[src/rtl/alu_reservation_station_if.sv]
// rtl/alu_reservation_station_if.sv - issue, CDB, ALU-offer and status bundle for the ALU reservation station
interface alu_reservation_station_if #(
  parameter int TAG_W = 4
) ();
  logic             issue_valid;
  logic [1:0]       issue_op;
  logic [31:0]      issue_vj;
  logic [31:0]      issue_vk;
  logic [TAG_W-1:0] issue_qj;
  logic [TAG_W-1:0] issue_qk;
  logic             issue_ready;
  logic [TAG_W-1:0] issue_tag;
  logic             cdb_valid;
  logic [TAG_W-1:0] cdb_tag;
  logic [31:0]      cdb_data;
  logic             alu_available;
  logic             alu_wen;
  logic [1:0]       alu_op;
  logic [31:0]      alu_data1;
  logic [31:0]      alu_data2;
  logic [TAG_W-1:0] alu_tag;
  logic [2:0]       busy_count;

  // Issue unit, CDB and ALU side (drives the station's inputs)
  modport master (
    output issue_valid, issue_op, issue_vj, issue_vk, issue_qj, issue_qk,
    output cdb_valid, cdb_tag, cdb_data, alu_available,
    input  issue_ready, issue_tag, alu_wen, alu_op, alu_data1, alu_data2, alu_tag, busy_count
  );

  // Reservation station side
  modport slave (
    input  issue_valid, issue_op, issue_vj, issue_vk, issue_qj, issue_qk,
    input  cdb_valid, cdb_tag, cdb_data, alu_available,
    output issue_ready, issue_tag, alu_wen, alu_op, alu_data1, alu_data2, alu_tag, busy_count
  );
endinterface

[src/rtl/alu_reservation_station.sv]
// rtl/alu_reservation_station.sv - ALU reservation station with CDB snooping; optional oldest-first select via RS_AGE_SELECT_EN
module alu_reservation_station #(
  parameter int ENTRIES = 3,
  parameter int TAG_W   = 4,
  parameter int RS_BASE = 1
) (
  input logic                      clk,
  input logic                      nRST,
  alu_reservation_station_if.slave rs
);

  // Entry i answers to tag RS_BASE+i on the CDB
  function automatic logic [TAG_W-1:0] own_tag(input int idx);
    return TAG_W'(RS_BASE + idx);
  endfunction

  logic [ENTRIES-1:0] busy_q, busy_d;
  logic [ENTRIES-1:0] disp_q, disp_d;
  logic [1:0]         op_q [ENTRIES];
  logic [1:0]         op_d [ENTRIES];
  logic [31:0]        vj_q [ENTRIES];
  logic [31:0]        vj_d [ENTRIES];
  logic [31:0]        vk_q [ENTRIES];
  logic [31:0]        vk_d [ENTRIES];
  logic [TAG_W-1:0]   qj_q [ENTRIES];
  logic [TAG_W-1:0]   qj_d [ENTRIES];
  logic [TAG_W-1:0]   qk_q [ENTRIES];
  logic [TAG_W-1:0]   qk_d [ENTRIES];
  logic [2:0]         busy_count_q, busy_count_d;

  logic               free_found;
  logic [2:0]         free_idx;
  logic [ENTRIES-1:0] ready;
  logic               sel_found;
  logic [2:0]         sel_idx;
  logic               issue_fire;
  logic               dispatch_fire;

  logic [1:0]         alu_op_o;
  logic [31:0]        alu_data1_o;
  logic [31:0]        alu_data2_o;
  logic [TAG_W-1:0]   alu_tag_o;

  // Lowest non-busy entry receives the next issued instruction
  always_comb begin
    free_found = 1'b0;
    free_idx   = '0;
    for (int i = ENTRIES - 1; i >= 0; i--) begin
      if (!busy_q[i]) begin
        free_found = 1'b1;
        free_idx   = 3'(i);
      end
    end
  end

  // An entry may be offered once both operands are present and it has not gone to the ALU yet
  always_comb begin
    ready = '0;
    for (int i = 0; i < ENTRIES; i++) begin
      ready[i] = busy_q[i] && !disp_q[i] && (qj_q[i] == '0) && (qk_q[i] == '0);
    end
  end

`ifdef RS_AGE_SELECT_EN
  localparam int AW = (ENTRIES > 1) ? $clog2(ENTRIES) : 1;

  logic [AW-1:0] age_q [ENTRIES];
  logic [AW-1:0] age_d [ENTRIES];
  logic [AW-1:0] best_age;

  // Oldest ready entry wins; the strict compare leaves ties on the lower index
  always_comb begin
    sel_found = 1'b0;
    sel_idx   = '0;
    best_age  = '0;
    for (int i = 0; i < ENTRIES; i++) begin
      if (ready[i] && (!sel_found || (age_q[i] > best_age))) begin
        sel_found = 1'b1;
        sel_idx   = 3'(i);
        best_age  = age_q[i];
      end
    end
  end

  // Ages count later issues: the newcomer starts at 0, every other busy entry ages by one
  always_comb begin
    age_d = age_q;
    if (issue_fire) begin
      for (int i = 0; i < ENTRIES; i++) begin
        if (free_idx == 3'(i)) begin
          age_d[i] = '0;
        end else if (busy_q[i] && (age_q[i] != '1)) begin
          age_d[i] = age_q[i] + 1'b1;
        end
      end
    end
  end

  // Age registers
  always_ff @(posedge clk or negedge nRST) begin
    if (!nRST) begin
      for (int i = 0; i < ENTRIES; i++) age_q[i] <= '0;
    end else begin
      age_q <= age_d;
    end
  end
`else
  // Lowest-index ready entry wins
  always_comb begin
    sel_found = 1'b0;
    sel_idx   = '0;
    for (int i = ENTRIES - 1; i >= 0; i--) begin
      if (ready[i]) begin
        sel_found = 1'b1;
        sel_idx   = 3'(i);
      end
    end
  end
`endif

  assign issue_fire    = rs.issue_valid && free_found;
  assign dispatch_fire = sel_found && rs.alu_available;

  // Per-entry next state: allocate free slots, wake operands, mark dispatch, free on own tag
  always_comb begin
    busy_d = busy_q;
    disp_d = disp_q;
    op_d   = op_q;
    vj_d   = vj_q;
    vk_d   = vk_q;
    qj_d   = qj_q;
    qk_d   = qk_q;
    for (int i = 0; i < ENTRIES; i++) begin
      if (busy_q[i]) begin
        if (rs.cdb_valid && (qj_q[i] != '0) && (qj_q[i] == rs.cdb_tag)) begin
          vj_d[i] = rs.cdb_data;
          qj_d[i] = '0;
        end
        if (rs.cdb_valid && (qk_q[i] != '0) && (qk_q[i] == rs.cdb_tag)) begin
          vk_d[i] = rs.cdb_data;
          qk_d[i] = '0;
        end
        if (dispatch_fire && (sel_idx == 3'(i))) begin
          disp_d[i] = 1'b1;
        end
        // The result of this entry is on the CDB, so its tag is no longer in flight
        if (rs.cdb_valid && (rs.cdb_tag == own_tag(i))) begin
          busy_d[i] = 1'b0;
          disp_d[i] = 1'b0;
        end
      end else if (issue_fire && (free_idx == 3'(i))) begin
        busy_d[i] = 1'b1;
        disp_d[i] = 1'b0;
        op_d[i]   = rs.issue_op;
        // Capture an operand that is being broadcast in the same cycle it is issued
        if (rs.cdb_valid && (rs.issue_qj != '0) && (rs.issue_qj == rs.cdb_tag)) begin
          vj_d[i] = rs.cdb_data;
          qj_d[i] = '0;
        end else begin
          vj_d[i] = rs.issue_vj;
          qj_d[i] = rs.issue_qj;
        end
        if (rs.cdb_valid && (rs.issue_qk != '0) && (rs.issue_qk == rs.cdb_tag)) begin
          vk_d[i] = rs.cdb_data;
          qk_d[i] = '0;
        end else begin
          vk_d[i] = rs.issue_vk;
          qk_d[i] = rs.issue_qk;
        end
      end
    end
    busy_count_d = '0;
    for (int i = 0; i < ENTRIES; i++) begin
      busy_count_d = busy_count_d + 3'(busy_d[i]);
    end
  end

  // Entry state registers; reset drops every entry immediately
  always_ff @(posedge clk or negedge nRST) begin
    if (!nRST) begin
      busy_q       <= '0;
      disp_q       <= '0;
      busy_count_q <= '0;
      for (int i = 0; i < ENTRIES; i++) begin
        op_q[i] <= '0;
        vj_q[i] <= '0;
        vk_q[i] <= '0;
        qj_q[i] <= '0;
        qk_q[i] <= '0;
      end
    end else begin
      busy_q       <= busy_d;
      disp_q       <= disp_d;
      busy_count_q <= busy_count_d;
      op_q         <= op_d;
      vj_q         <= vj_d;
      vk_q         <= vk_d;
      qj_q         <= qj_d;
      qk_q         <= qk_d;
    end
  end

  // Present the selected entry to the ALU; everything reads zero when nothing is offered
  always_comb begin
    alu_op_o    = '0;
    alu_data1_o = '0;
    alu_data2_o = '0;
    alu_tag_o   = '0;
    for (int i = 0; i < ENTRIES; i++) begin
      if (sel_found && (sel_idx == 3'(i))) begin
        alu_op_o    = op_q[i];
        alu_data1_o = vj_q[i];
        alu_data2_o = vk_q[i];
        alu_tag_o   = own_tag(i);
      end
    end
  end

  assign rs.issue_ready = free_found;
  assign rs.issue_tag   = own_tag(int'(free_idx));
  assign rs.alu_wen     = sel_found;
  assign rs.alu_op      = alu_op_o;
  assign rs.alu_data1   = alu_data1_o;
  assign rs.alu_data2   = alu_data2_o;
  assign rs.alu_tag     = alu_tag_o;
  assign rs.busy_count  = busy_count_q;

endmodule

[src/flat_wrapper.sv]
// flat-port wrapper written by rule: the top's interface ports become plain ports
module alu_reservation_station_flat 
#(
  parameter int ENTRIES = 3,
  parameter int TAG_W   = 4,
  parameter int RS_BASE = 1
)
  (clk, nRST, rs_issue_valid, rs_issue_op, rs_issue_vj, rs_issue_vk, rs_issue_qj, rs_issue_qk, rs_cdb_valid, rs_cdb_tag, rs_cdb_data, rs_alu_available, rs_issue_ready, rs_issue_tag, rs_alu_wen, rs_alu_op, rs_alu_data1, rs_alu_data2, rs_alu_tag, rs_busy_count);
  alu_reservation_station_if #(.TAG_W(TAG_W)) rs_i ();
  input logic clk;
  input logic nRST;
  input wire logic [$bits(rs_i.issue_valid)-1:0] rs_issue_valid;
  input wire logic [$bits(rs_i.issue_op)-1:0] rs_issue_op;
  input wire logic [$bits(rs_i.issue_vj)-1:0] rs_issue_vj;
  input wire logic [$bits(rs_i.issue_vk)-1:0] rs_issue_vk;
  input wire logic [$bits(rs_i.issue_qj)-1:0] rs_issue_qj;
  input wire logic [$bits(rs_i.issue_qk)-1:0] rs_issue_qk;
  input wire logic [$bits(rs_i.cdb_valid)-1:0] rs_cdb_valid;
  input wire logic [$bits(rs_i.cdb_tag)-1:0] rs_cdb_tag;
  input wire logic [$bits(rs_i.cdb_data)-1:0] rs_cdb_data;
  input wire logic [$bits(rs_i.alu_available)-1:0] rs_alu_available;
  output wire logic [$bits(rs_i.issue_ready)-1:0] rs_issue_ready;
  output wire logic [$bits(rs_i.issue_tag)-1:0] rs_issue_tag;
  output wire logic [$bits(rs_i.alu_wen)-1:0] rs_alu_wen;
  output wire logic [$bits(rs_i.alu_op)-1:0] rs_alu_op;
  output wire logic [$bits(rs_i.alu_data1)-1:0] rs_alu_data1;
  output wire logic [$bits(rs_i.alu_data2)-1:0] rs_alu_data2;
  output wire logic [$bits(rs_i.alu_tag)-1:0] rs_alu_tag;
  output wire logic [$bits(rs_i.busy_count)-1:0] rs_busy_count;
  assign rs_i.issue_valid = rs_issue_valid;
  assign rs_i.issue_op = rs_issue_op;
  assign rs_i.issue_vj = rs_issue_vj;
  assign rs_i.issue_vk = rs_issue_vk;
  assign rs_i.issue_qj = rs_issue_qj;
  assign rs_i.issue_qk = rs_issue_qk;
  assign rs_i.cdb_valid = rs_cdb_valid;
  assign rs_i.cdb_tag = rs_cdb_tag;
  assign rs_i.cdb_data = rs_cdb_data;
  assign rs_i.alu_available = rs_alu_available;
  assign rs_issue_ready = rs_i.issue_ready;
  assign rs_issue_tag = rs_i.issue_tag;
  assign rs_alu_wen = rs_i.alu_wen;
  assign rs_alu_op = rs_i.alu_op;
  assign rs_alu_data1 = rs_i.alu_data1;
  assign rs_alu_data2 = rs_i.alu_data2;
  assign rs_alu_tag = rs_i.alu_tag;
  assign rs_busy_count = rs_i.busy_count;
  alu_reservation_station #(.ENTRIES(ENTRIES), .TAG_W(TAG_W), .RS_BASE(RS_BASE)) u_core (.clk(clk), .nRST(nRST), .rs(rs_i));
endmodule
[config.mk]
export PLATFORM = sky130hd
export DESIGN_NAME = alu_reservation_station_flat
export DESIGN_NICKNAME = d
export VERILOG_FILES = /design/src/rtl/alu_reservation_station_if.sv /design/src/rtl/alu_reservation_station.sv /design/src/flat_wrapper.sv
export SDC_FILE = /design/constraint.sdc
export NUM_CORES = 1
export LEC_CHECK = 0
export ABC_AREA = 1
export CORE_MARGIN = 2
export CORE_UTILIZATION = 56
export CTS_CLUSTER_SIZE = 40
export DETAILED_ROUTE_END_ITERATION = 6
export GPL_TIMING_DRIVEN = 0
export PLACE_DENSITY = 0.81
export SETUP_SLACK_MARGIN = 0.15
export SLEW_MARGIN = 20
export SYNTH_ARGS = -nofsm -noshare
export SYNTH_HDL_FRONTEND = slang
export SYNTH_SLANG_ARGS = --single-unit
[constraint.sdc]
create_clock -name clk -period 4.3 [get_ports clk]
set_input_delay 0.645 -clock clk [delete_from_list [all_inputs] [get_ports clk]]
set_output_delay 0.645 -clock clk [all_outputs]
set_load 0.02 [all_outputs]
# Word level (Yosys, flattened, before mapping)
# Index checks and enable logic that the tools add are counted.
# classes
addsub,3
n_eq_ne,24
n_mux,85
bitwise,3
n_reduce_logical,73
# ops
op,n
$mux 32,26
$mux 4,20
$logic_and 1x1->1,39
$eq 4x4->1,8
$reduce_bool 4->1,8
$mux 1,28
$logic_not 4->1,6
$reduce_and 2->1,12
$mux 2,11
$ne 2x2->1 const B,6
$ne 3x3->1 const B,3
$eq 4x2->1 const B,2
$logic_not 3->1,2
$reduce_bool 2->1,3
$eq 2x1->1 const B,2
$eq 2x2->1 const B,2
$eq 4x1->1 const B,1
$add 1x2->3 const A,1
$add 3x1->3,1
$logic_not 1->1,3
$not 1->1,3
$add 1x1->2,1
# totals
reg_bits,231
input_bits,115
word_cells,208

# Logic depth before layout (Yosys ltp)
# depth
depth_word,12
mapped_depth,12

# Least setup slack after synthesis
# OpenSTA, ideal clock, no wires.
# synth_timing
path_kind,register -> register
from,reg u_core.busy_q[2]
to,"reg u_core.busy_count_q[2], in the netlist u_core.rs.busy_count[2]"
setup_ps,122
arrival_ps,2834
required_ps,4178
slack_ps,1344
path_stages_with_launch,13
path_cell_list,dfrtp_1 -> clkbuf_1 -> clkbuf_1 -> nor3_1 -> inv_1 -> ha_1 -> nand3_2 -> buf_2 -> clkbuf_1 -> nand2_1 -> ha_1 -> ha_1 -> ha_1
# synth_via
elab_chain_len,9
word_cells_on_any_way,21
cone_classes,add/sub: 2; eq/ne: 2; mux: 12; reduce/logical: 5
# synth_lines
element,line,rtl
start: declaration,alu_reservation_station.sv:17,"logic [ENTRIES-1:0] busy_q, busy_d;"
start signal: assignment,alu_reservation_station.sv:192,busy_q <= busy_d;
$mux 2 / $mux 1 (equally long branches) (3 in series),alu_reservation_station.sv:49,if (!busy_q[i]) begin
$logic_not 3->1 / $logic_and 1x1->1 (equally long branches),"alu_reservation_station.sv:151, alu_reservation_station.sv:121",
$logic_and 1x1->1 (*),alu_reservation_station.sv:151,end else if (issue_fire && (free_idx == 3'(i))) begin
$mux 1 (*),alu_reservation_station.sv:151,
$mux 1 (*),alu_reservation_station.sv:134,if (busy_q[i]) begin
via u_core.busy_d[0],alu_reservation_station.sv:17,
$add 1x1->2 (*),alu_reservation_station.sv:174,busy_count_d = busy_count_d + 3'(busy_d[i]);
$add 3x1->3 (*),alu_reservation_station.sv:174,
via u_core.busy_count_d[2],alu_reservation_station.sv:29,"logic [2:0] busy_count_q, busy_count_d;"
end signal: assignment,alu_reservation_station.sv:194,busy_count_q <= busy_count_d;
end: declaration,alu_reservation_station.sv:29,
# The timed path passes the listed nets; every way through them passes the cells marked *.
# A chain may end at the register's enable or synchronous reset.

# Worst setup path after layout
# layout_timing
from,reg u_core.busy_q[0]
to,out rs_alu_data1[29]
# layout_via
elab_chain_len,9
word_cells_on_any_way,14
cone_classes,eq/ne: 2; mux: 5; reduce/logical: 7
# layout_lines
element,line,rtl
$logic_and 1x1->1 (*) (3 in series),alu_reservation_station.sv:60,ready[i] = busy_q[i] && !disp_q[i] && (qj_q[i] == '0) && (qk_q[i] == '0);
$mux 2,alu_reservation_station.sv:113,if (ready[i]) begin
$logic_not 3->1,alu_reservation_station.sv:210,if (sel_found && (sel_idx == 3'(i))) begin
$logic_and 1x1->1,alu_reservation_station.sv:210,
$mux 32 (2 in series),alu_reservation_station.sv:210,
$mux 32 (*),alu_reservation_station.sv:210,
end: declaration,flat_wrapper.sv:26,output wire logic [$bits(rs_i.alu_data1)-1:0] rs_alu_data1;
# Every way passes the cells marked *; elsewhere a longest branch is shown, timed or not.

==> impl_metrics.csv <==
group,metric,value,unit
placement,gp_congestion,1.016,
worst_setup_path,critPathKind,"flip-flop to output port",
sta,rsz0062_at_grt,"true",
grt,antenna_found_initial,0,
die,ios,194,
placement,dpl_cell_area,17050,µm²
power,ir_worst_vdd,423.8,µV
worst_setup_path,r2r_setup_slack,0.43,ns
grt,grt_pass1_wl,93450,µm
power,sequentialPowerShare,32.8,%
clock_tree,cts_root_buf,"clkbuf_16",
clock_tree,cts_tree,"done",
clock_tree,cts_setup_buffers,0,
grt,grt_pass1_vias,16680,
sta,slew_viol_final,0,
drt,firstDrtPassIters,7,
synth,synth_area,14680,µm²
drt,drc,0,
final_layout,fin_nets,2494,
sta,worst_slew_pin_slew,0.8755,ns
worst_setup_path,cp_data_required_time,3.65,ns
worst_setup_path,rr_worst_depth,9,
power,p_per_area,659.1,nW/µm²
worst_setup_path,timing.rr.start,"u_core.busy_q[2]",
clock_tree,clock_latency,0.56,ns
power,p_switching,0.005237,W
die,core_area,25910,µm²
grt,gr-total-overflow,0,
drt,wl_met2,26320,µm
sta,min_period_over_period,96.37,%
power,p_leak,9.066,nW
sta,min_period,4.144,ns
worst_setup_path,rr_endpoint,"u_core.rs.busy_count[0]",
final_layout,nFillCells,2236,
flow_run,cap_violations,0,
power,power,0.01185,W
placement,io_buffers,188,
power,pwr-share-comb,46.7,%
power,switching_share,44.19,%
worst_setup_path,cp-end-kind,"output port",
drt,avgViaCountPerCell,6.405,
synth,yosysSeqAreaShare,39.38,%
sta,max_freq,241.3,MHz
sta,skew,0.01194,ns
final_layout,final_util,69.40,%
synth,synth_warnings,0,
clock_tree,cts.sinks,231,
grt,grt_util_all_layers,43.59,%
synth,ys_types,30,
grt,grt_max_degree,84,
synth,netlist_instances,2150,
worst_setup_path,cp-start-kind,"flip-flop",
clock_tree,cts_hold_buffers,0,
drt,ant_nets,0,
sta,maxSlewHeadroom,41.63,%
drt,top_layer,"met4",
drt,drt_wl_total,62200,µm
worst_setup_path,cp.arrival,3.50,ns
sta,setup_violations,0,
placement,dpl.hpwl,42650,µm
die,start_util,56.65,%
drt,drt-met1-wl,22230,µm
synth,avgSynthCellArea,6.827,µm²
drt,met3_wirelength,9578,µm
final_layout,drive_gt1_share,6.572,%
die,die_h,165.9,µm
sta,hold_viol,0,
status,outcome,"finished clean",
synth,synth-seq-cells,231,
final_layout,area_growth,22.50,%
power,pwr-share-clk,20.5,%
die,die_x,165.9,µm
drt,vias,17450,
worst_setup_path,cp_max_fo,10,
die,rows,59,
clock_tree,numCtsBuffers,28,
drt,drtIter0Drc,3002,
final_layout,final_area,17980,µm²
clock_tree,path_clk_slew,0.06,ns
clock_tree,clock_path_buffers,3,
drt,wl_per_cell,22.83,µm
worst_hold_path,hold_path.class,"primary input to async pin",
power,p_int,0.006615,W
final_layout,diodes,0,
die,die_area,27520,µm²
clock_tree,h-tree-depth,1,
## stage by stage
step / worst slack (ns) / cells / TNS, ns / hold slack (ns)
4_1_cts: 0.1942 / 2725 / 0 / 0.09946
2_1_floorplan: 1.344 / 2152 / 0 / 0.3494
5_1_grt: 0.1143 / 2724 / 0 / 0.1266
3_3_place_gp: -7.624 / 2675 / -1754.67 / 0.4670
3_5_place_dp: 0.3099 / 2677 / 0 / 0.4734
6_report: 0.1561 / 2724 / 0 / 0.05595
## worst max-delay path: stages (launching register included)
cell and delay, ns:
dfrtp_1 0.35, buf_2 0.26, inv_2 0.17, nor2_1 0.07
nand3b_1 0.18, buf_2 0.29, clkbuf_1 0.55, nand4_1 0.22
nand3_1 0.21, clkdlybuf4s50_1 0.64
## per-layer routing
layer	up-vias	track usage, %
li1	7569	-
met1	7861	56.31
met2	1633	65.36
met3	384	13.27
met4	0	24.76
met5	-	0
## power groups by stage
stage	sequential [W]	combinational [W]	clock, W
2_1_floorplan	0.00375	0.00339	0
4_1_cts	0.00385	0.00533	0.00240
3_3_place_gp	0.00384	0.00515	0
3_5_place_dp	0.00388	0.00527	0
5_1_grt	0.00398	0.00592	0.00249
6_report	0.00389	0.00554	0.00243
## worst max path at each step
| stage | from | to | slack [ns] | cells past startpoint |
|---|---|---|---|---|
| after CTS | u_core.busy_q[0] | rs_alu_data1[29] | 0.19 | 9 |
| after detailed placement | u_core.busy_q[2] | u_core.rs.busy_count[2] | 0.31 | 12 |
| after global placement | nRST | u_core.vk_q[77] | -7.62 | 1 |
| after floorplan | u_core.busy_q[2] | u_core.rs.busy_count[2] | 1.34 | 12 |
| after global routing | u_core.qj_q[1] | rs_alu_data1[29] | 0.11 | 9 |
| final | u_core.busy_q[0] | rs_alu_data1[29] | 0.16 | 9 |
## logic make-up after synthesis
family,after synthesis,share of synthesized area (%)
AND/OR/NAND/NOR,1251,39.46
XOR/XNOR,3,0.1790
adder cells (fa/ha/maj),8,0.7330
flip-flops,231,39.38
buffers and inverters,419,11.92
AO/OA/AOI/OAI,237,8.302
other,1,0.02555
## sequential cells by signal, indices dropped and copies added (netlist names)
name                  flops
u_core.disp_q             3
u_core.rs.busy_count      3
u_core.busy_q             3
u_core.qk_q              12
u_core.vk_q              96
u_core.vj_q              96
u_core.qj_q              12
u_core.op_q               6
## cell usage after synthesis, drive strengths merged
| master | count | share of area (%) |
|---|---|---|
| nor2 | 135 | 3.7 |
| buf | 93 | 3.6 |
| conb | 1 | 0.026 |
| o22ai | 24 | 1.0 |
| fa | 1 | 0.14 |
| nand4 | 136 | 5.8 |
| o21ai | 15 | 0.51 |
| nand3 | 481 | 17 |
| dfrtp | 231 | 39 |
| a21oi | 197 | 6.7 |
| nand2 | 494 | 13 |
| nand3b | 1 | 0.051 |
| nor3 | 4 | 0.14 |
| ha | 7 | 0.60 |
| xor2 | 3 | 0.18 |
| o211ai | 1 | 0.051 |
| clkbuf | 66 | 1.7 |
| inv | 259 | 6.6 |
| clkinv | 1 | 0.026 |
## final cells by class
class | count | area [µm²] | share of cell area, %
multi-input cells | 1502 | 7171 | 39.88
repair buffers | 190 | 1942 | 10.80
plain buffers | 158 | 774.5 | 4.307
inverters | 260 | 975.9 | 5.427
clock buffers | 41 | 830.8 | 4.620
flip-flops and latches | 231 | 5781 | 32.15
well taps | 335 | 419.2 | 2.331
clock inverters | 7 | 88.84 | 0.4940
## repair_timing
item / in CTS / in global routing
gates resized for setup: 0 / 8
setup endpoints to repair: 0 / 25
hold endpoints to repair: 0 / 0
## cells in the final DEF, fill, tap and decap left out, types with 12 or more instances in the layout
cell type	n
a21oi_1	197
buf_1	16
buf_2	55
buf_4	15
clkbuf_1	68
clkbuf_16	29
clkdlybuf4s50_1	187
dfrtp_1	231
inv_1	252
nand2_1	486
nand3_1	473
nand4_1	136
nor2_1	127
o21ai_0	12
o22ai_1	24
Power figures use the tool's default switching activity.
